<file path="src/rtl/async_fifo.sv">
// Gray-pointer FIFO (16x32 default), 2-flop pointer synchronisers, CDC-ready though single-clocked.
// Read data 1 cycle after an accepted read; writes dropped while o_wfull, reads dropped while o_rempty.
module async_fifo #(
  parameter int DATA_WIDTH = 32,
  parameter int ADDR_WIDTH = 4
) (
  input  logic                  i_clk,
  input  logic                  rst,
  input  logic [DATA_WIDTH-1:0] i_wdata,
  input  logic                  i_wr,
  input  logic                  i_rd,
  output logic                  o_wfull,
  output logic                  o_rempty,
  output logic [DATA_WIDTH-1:0] o_rdata
);

  localparam int DEPTH = 1 << ADDR_WIDTH;

  logic [DATA_WIDTH-1:0] mem [DEPTH];

  logic [ADDR_WIDTH:0] wbin, wgray, next_wbin, next_wgray;
  logic [ADDR_WIDTH:0] rbin, rgray, next_rbin, next_rgray;
  logic [ADDR_WIDTH:0] wq1_rgray, wq2_rgray, rq1_wgray, rq2_wgray;
  logic [ADDR_WIDTH:0] wfull_cmp;
  logic                w_acc, r_acc;

  assign w_acc      = i_wr & ~o_wfull;
  assign r_acc      = i_rd & ~o_rempty;
  assign next_wbin  = wbin + {{ADDR_WIDTH{1'b0}}, w_acc};
  assign next_rbin  = rbin + {{ADDR_WIDTH{1'b0}}, r_acc};
  assign next_wgray = next_wbin ^ (next_wbin >> 1);
  assign next_rgray = next_rbin ^ (next_rbin >> 1);

  // Full when the write pointer is exactly one lap ahead: top two Gray bits differ, rest equal.
  assign wfull_cmp  = {~wq2_rgray[ADDR_WIDTH:ADDR_WIDTH-1], wq2_rgray[ADDR_WIDTH-2:0]};

  always_ff @(posedge i_clk) begin
    if (w_acc) mem[wbin[ADDR_WIDTH-1:0]] <= i_wdata;
  end

  always_ff @(posedge i_clk or posedge rst) begin
    if (rst) begin
      wbin    <= '0;
      wgray   <= '0;
      o_wfull <= 1'b0;
    end else begin
      wbin    <= next_wbin;
      wgray   <= next_wgray;
      o_wfull <= (next_wgray == wfull_cmp);
    end
  end

  always_ff @(posedge i_clk or posedge rst) begin
    if (rst) begin
      rbin     <= '0;
      rgray    <= '0;
      o_rempty <= 1'b1;
      o_rdata  <= '0;
    end else begin
      rbin     <= next_rbin;
      rgray    <= next_rgray;
      o_rempty <= (next_rgray == rq2_wgray);
      if (r_acc) o_rdata <= mem[rbin[ADDR_WIDTH-1:0]];
    end
  end

  // Each pointer reaches the opposite side two edges later, so flags release conservatively.
  always_ff @(posedge i_clk or posedge rst) begin
    if (rst) begin
      wq1_rgray <= '0;
      wq2_rgray <= '0;
      rq1_wgray <= '0;
      rq2_wgray <= '0;
    end else begin
      wq1_rgray <= rgray;
      wq2_rgray <= wq1_rgray;
      rq1_wgray <= wgray;
      rq2_wgray <= rq1_wgray;
    end
  end

endmodule

</file>
<file path="config.mk">
export PLATFORM = sky130hd
export DESIGN_NAME = async_fifo
export DESIGN_NICKNAME = d
export VERILOG_FILES = /design/src/rtl/async_fifo.sv
export SDC_FILE = /design/constraint.sdc
export NUM_CORES = 1
export LEC_CHECK = 0
export ABC_AREA = 1
export CAP_MARGIN = 20
export CORE_MARGIN = 4
export CORE_UTILIZATION = 27
export DETAILED_ROUTE_END_ITERATION = 12
export HOLD_SLACK_MARGIN = 0.08
export SLEW_MARGIN = 40
export SYNTH_ARGS = -nofsm -noshare
export SYNTH_HDL_FRONTEND = slang
export SYNTH_SLANG_ARGS = --single-unit
</file>
<file path="constraint.sdc">
create_clock -name i_clk -period 3.7 [get_ports i_clk]
set_input_delay 0.555 -clock i_clk [delete_from_list [all_inputs] [get_ports i_clk]]
set_output_delay 0.555 -clock i_clk [all_outputs]
set_load 0.02 [all_outputs]
</file>
==> summary.md <==
| Metric | Value |
|---|---|
| Status | completed |
| Area of the mapped netlist | 23,300 um^2 |
| CTS tree | done |
| Layout area overhead | 17.1% |
| Syn_nets | 1,951 |
| Number of flops mapped to enable cells by yosys | 512 |
| Simple logic cell fraction of the synthesized area | 0.193 |
| GPL Wtd Cong | 0.768 |
| Max Clk Rate | 383 MHz |
| Mean Syn Cell Area | 12.2 um^2 |
| Share of cells above drive strength 1 | 0.0837 |
| Cell area power density | 795 nW/um^2 |
| Crit. End Element | flip-flop |
| Switching Share | 0.361 |
| All-layer global routing usage | 0.129 |
| Largest area contributor in the netlist | edfxtp_1 |
| # H-tree levels | 2 |
| Wirelength per Cell | 18.7 um |
| Post-Layout Cell Count | 3,175 |
| Hold/Removal Path Class | reg2reg |
| Combinational family with the most area after synthesis | simple AND/OR/NAND/NOR gates |
| Worst R2R Setup Slack | 1.09 ns |
| Max Slew Vio Count | 0 |
| Vias per inst | 4.58 |
| WP buf/inv | 1 |
| Die ar. | 91,100 um^2 |
| DR vias | 14.6k |
| Commonest cells post-synth | nand2_1, edfxtp_1, nand3_1 |
| Count leader, synth | nand2_1 |
| Clock Sinks | 584 |
| DRC violations left | 0 |
| GRT Residual Overflow | 0 |
| Power share of the sequential group | 0.404 |
| # fillers | 8,491 |
| TritonRoute pass-1 iters | 5 |
| Final period util | 0.705 |
| Fraction of synthesized cell area in xor and xnor cells | 0 |
| Comb power frac | 0.311 |
| Reg-to-Reg Start | rbin[0] |
| Min Tclk post-route | 2.61 ns |
| Peak supply drop | 0.402 mV |
| Clock Path Buffers | 3 |
| Worst Path Arrival | 3.15 ns |
| Max_slew headroom | 0.429 |
| Prevailing post-synth register cell | edfxtp_1 |
| Post-DP HPWL | 34.6 mm |
| Clock Latency Late Sink | 0.63 ns |
| Iteration-0 DRC Markers | 1,424 |
| Final count of hold timing violations | 0 |
| Async S/R FF share, synth | 0.123 |
| Area share of the largest cell type after synthesis | 0.660 |
| Lkg Pwr | 0.00996 uW |
| Placed cell count | 3,059 |
| Syn Inst Count | 1,910 |
| Crit-path leading delay family | flip-flops |
| Hold Path End | rq1_wgray[2] |
| Max Fanout on Critical Path | 67 |
| CTS resizes | 0 |
| WP data required | 4.24 ns |
| Core Footprint | 85,400 um^2 |
| Critical path's slowest cell | dfrtp_4 |
| Startpoint types | flip-flop |
| # Max-Cap Violations | 0 |
| First-pass GRT wire length | 90.2 mm |
| #FFs+latches synth | 584 |
| Critical R2R Capture | o_rdata[17] |
| CP most frequent cell | nand2_1 |
| IO buf count | 69 |
| Clk pwr share | 0.285 |
| Register area | 17,200 um^2 |
| CTS Buf Count | 61 |
| Pin count of the biggest net entering global routing | 141 |
| CP peak stage delay | 0.87 ns |
| Hold Path Cell Cnt | 0 |
| Die Ht | 302 um |
| Worst Path Class, Setup | reg2reg |
| Vias in the first global route | 14.5k |
| Min-delay src | wgray[2] |
| Final Setup Violations | 0 |
| Fin nets | 2,019 |
| P_sw | 7830 uW |
| Multiplexer area fraction after synthesis | 0 |
| Die Width | 302 um |
| Final WL | 59.2 mm |
| R2R depth | 6 |
| I/O Pins | 70 |
| Top cells by area, synth | edfxtp_1, nand2_1, dfrtp_1 |
| Synth Area in Compound Gates | 0.0296 |
| Sequential-to-total area share from yosys stat | 0.737 |
| RSZ-0062 raised after global routing | false |
| Initial core utilization | 0.273 |
| Netlist cell types | 23 |
| Setup Skew | 0.0237 ns |
| Antenna Nets Post-Route | 0 |
| Clock slew at reported path FFs | 0.06 ns |
| Cell breakdown of the critical path | buf_4 -> nand2_1 -> a21boi_0 -> o211ai_1 -> nand3_1 -> nand2_1 |
| Initial antenna violation count | 1 |
| Area of the multi-input gates | 5390 um^2 |
| Setup TNS | 0 ns |
| Synth Area in Adders | 0.00268 |
| CTS Hold Buffers Added | 0 |
| Total number of yosys warnings | 0 |
| Num rows | 107 |
| P_int | 13,900 uW |
| Post-CTS setup buffer count | 0 |
| Clock root buffer | clkbuf_16 |
| Tightest Pin Transition | 0.857 ns |
-- power by group through the flow --
stage          Sequential (uW)  Combinational [uW]  Clock [uW]
6_report                  8780                6750        6180
5_1_grt                   8880                7540        6580
4_1_cts                   8800                6830        6300
3_5_place_dp              8920                6800           0
3_3_place_gp              8910                6720           0
2_1_floorplan             8780                4710           0
-- logic make-up after synthesis --
logic type                 Yosys count
and+or+nand+nor                   1070
DFF                                584
buffers and inverters              136
AOI/OAI and AO/OA                  115
adders and majority gates            5
-- final cells by class --
type                       instances  area share
sequential                       584       0.629
multi-input combinational       1190       0.197
clock buffer                      81      0.0632
tap                             1144      0.0524
timing repair buffer             113      0.0411
clock inverter                    34      0.0121
inverter                          28     0.00435
antenna                            1   0.0000916
-- flip-flops by register name, indices dropped and copies added, names as in the netlist --
| register | flops |
|---|---|
| rq1_wgray | 5 |
| o_wfull | 1 |
| mem | 512 |
| rbin | 5 |
| wgray | 4 |
| wq2_rgray | 5 |
| rq2_wgray | 5 |
| wq1_rgray | 5 |
| wbin | 5 |
| rgray | 4 |
| o_rempty | 1 |
| o_rdata | 32 |
-- worst reg2reg max path, cell delays in order, from the launching register on --
cell and delay [ns]:
dfrtp_4 0.87, buf_4 0.75, nand2_1 0.15, a21boi_0 0.16, o211ai_1 0.32, nand3_1 0.21, nand2_1 0.09
-- through the flow --
step           instance area (um^2)  hold slack (ns)  total power (uW)  setup WS (ns)   util
6_report                      27300            0.337             21700           1.09  0.320
5_1_grt                       27300            0.348             23000          0.927  0.320
4_1_cts                       27300            0.336             21900           1.10  0.320
3_5_place_dp                  25200            0.336             15700          0.827  0.296
3_3_place_gp                  25200            0.333             15600          0.865  0.295
2_1_floorplan                 23300            0.331             13500          0.902      -
-- worst max-delay path by stage --
stage | start | endpoint | slack, ns | depth (start not counted)
finish | rbin[0] | o_rdata[17] | 1.09 | 6
global route | rbin[0] | o_rdata[17] | 0.93 | 6
CTS | rbin[0] | o_rdata[9] | 1.10 | 6
detailed placement | i_wr | mem[1][9] | 0.83 | 7
global placement | i_wr | mem[0][9] | 0.87 | 7
floorplan | i_wr | mem[0][0] | 0.90 | 4
-- per-layer routing --
layer	vias to the layer above	track usage	routed length (um)
met1	7201	0.174	25800
met5	-	0	0
met3	80	0.0213	3720
met2	470	0.214	28500
met4	0	0.0351	1270
li1	6806	-	-
-- cell usage in the layout (no fill, tap or decap), types with 6 or more instances in the layout --
| cell | Yosys | layout |
|---|---|---|
| nand2_1 | 726 | 725 |
| edfxtp_1 | 512 | 512 |
| nand3_1 | 288 | 288 |
| a21oi_1 | 69 | 69 |
| clkdlybuf4s50_1 | 0 | 69 |
| dfrtp_1 | 71 | 68 |
| clkbuf_16 | 0 | 65 |
| buf_4 | 22 | 36 |
| nand3b_1 | 28 | 28 |
| o211ai_1 | 23 | 23 |
| inv_1 | 24 | 22 |
| clkinv_2 | 0 | 18 |
| nor2_4 | 0 | 17 |
| a21boi_0 | 13 | 13 |
| clkbuf_1 | 7 | 12 |
| a21boi_1 | 10 | 10 |
| buf_12 | 0 | 8 |
| nor2_1 | 24 | 7 |
| clkinv_1 | 0 | 6 |
Power figures use the tool's default switching activity.
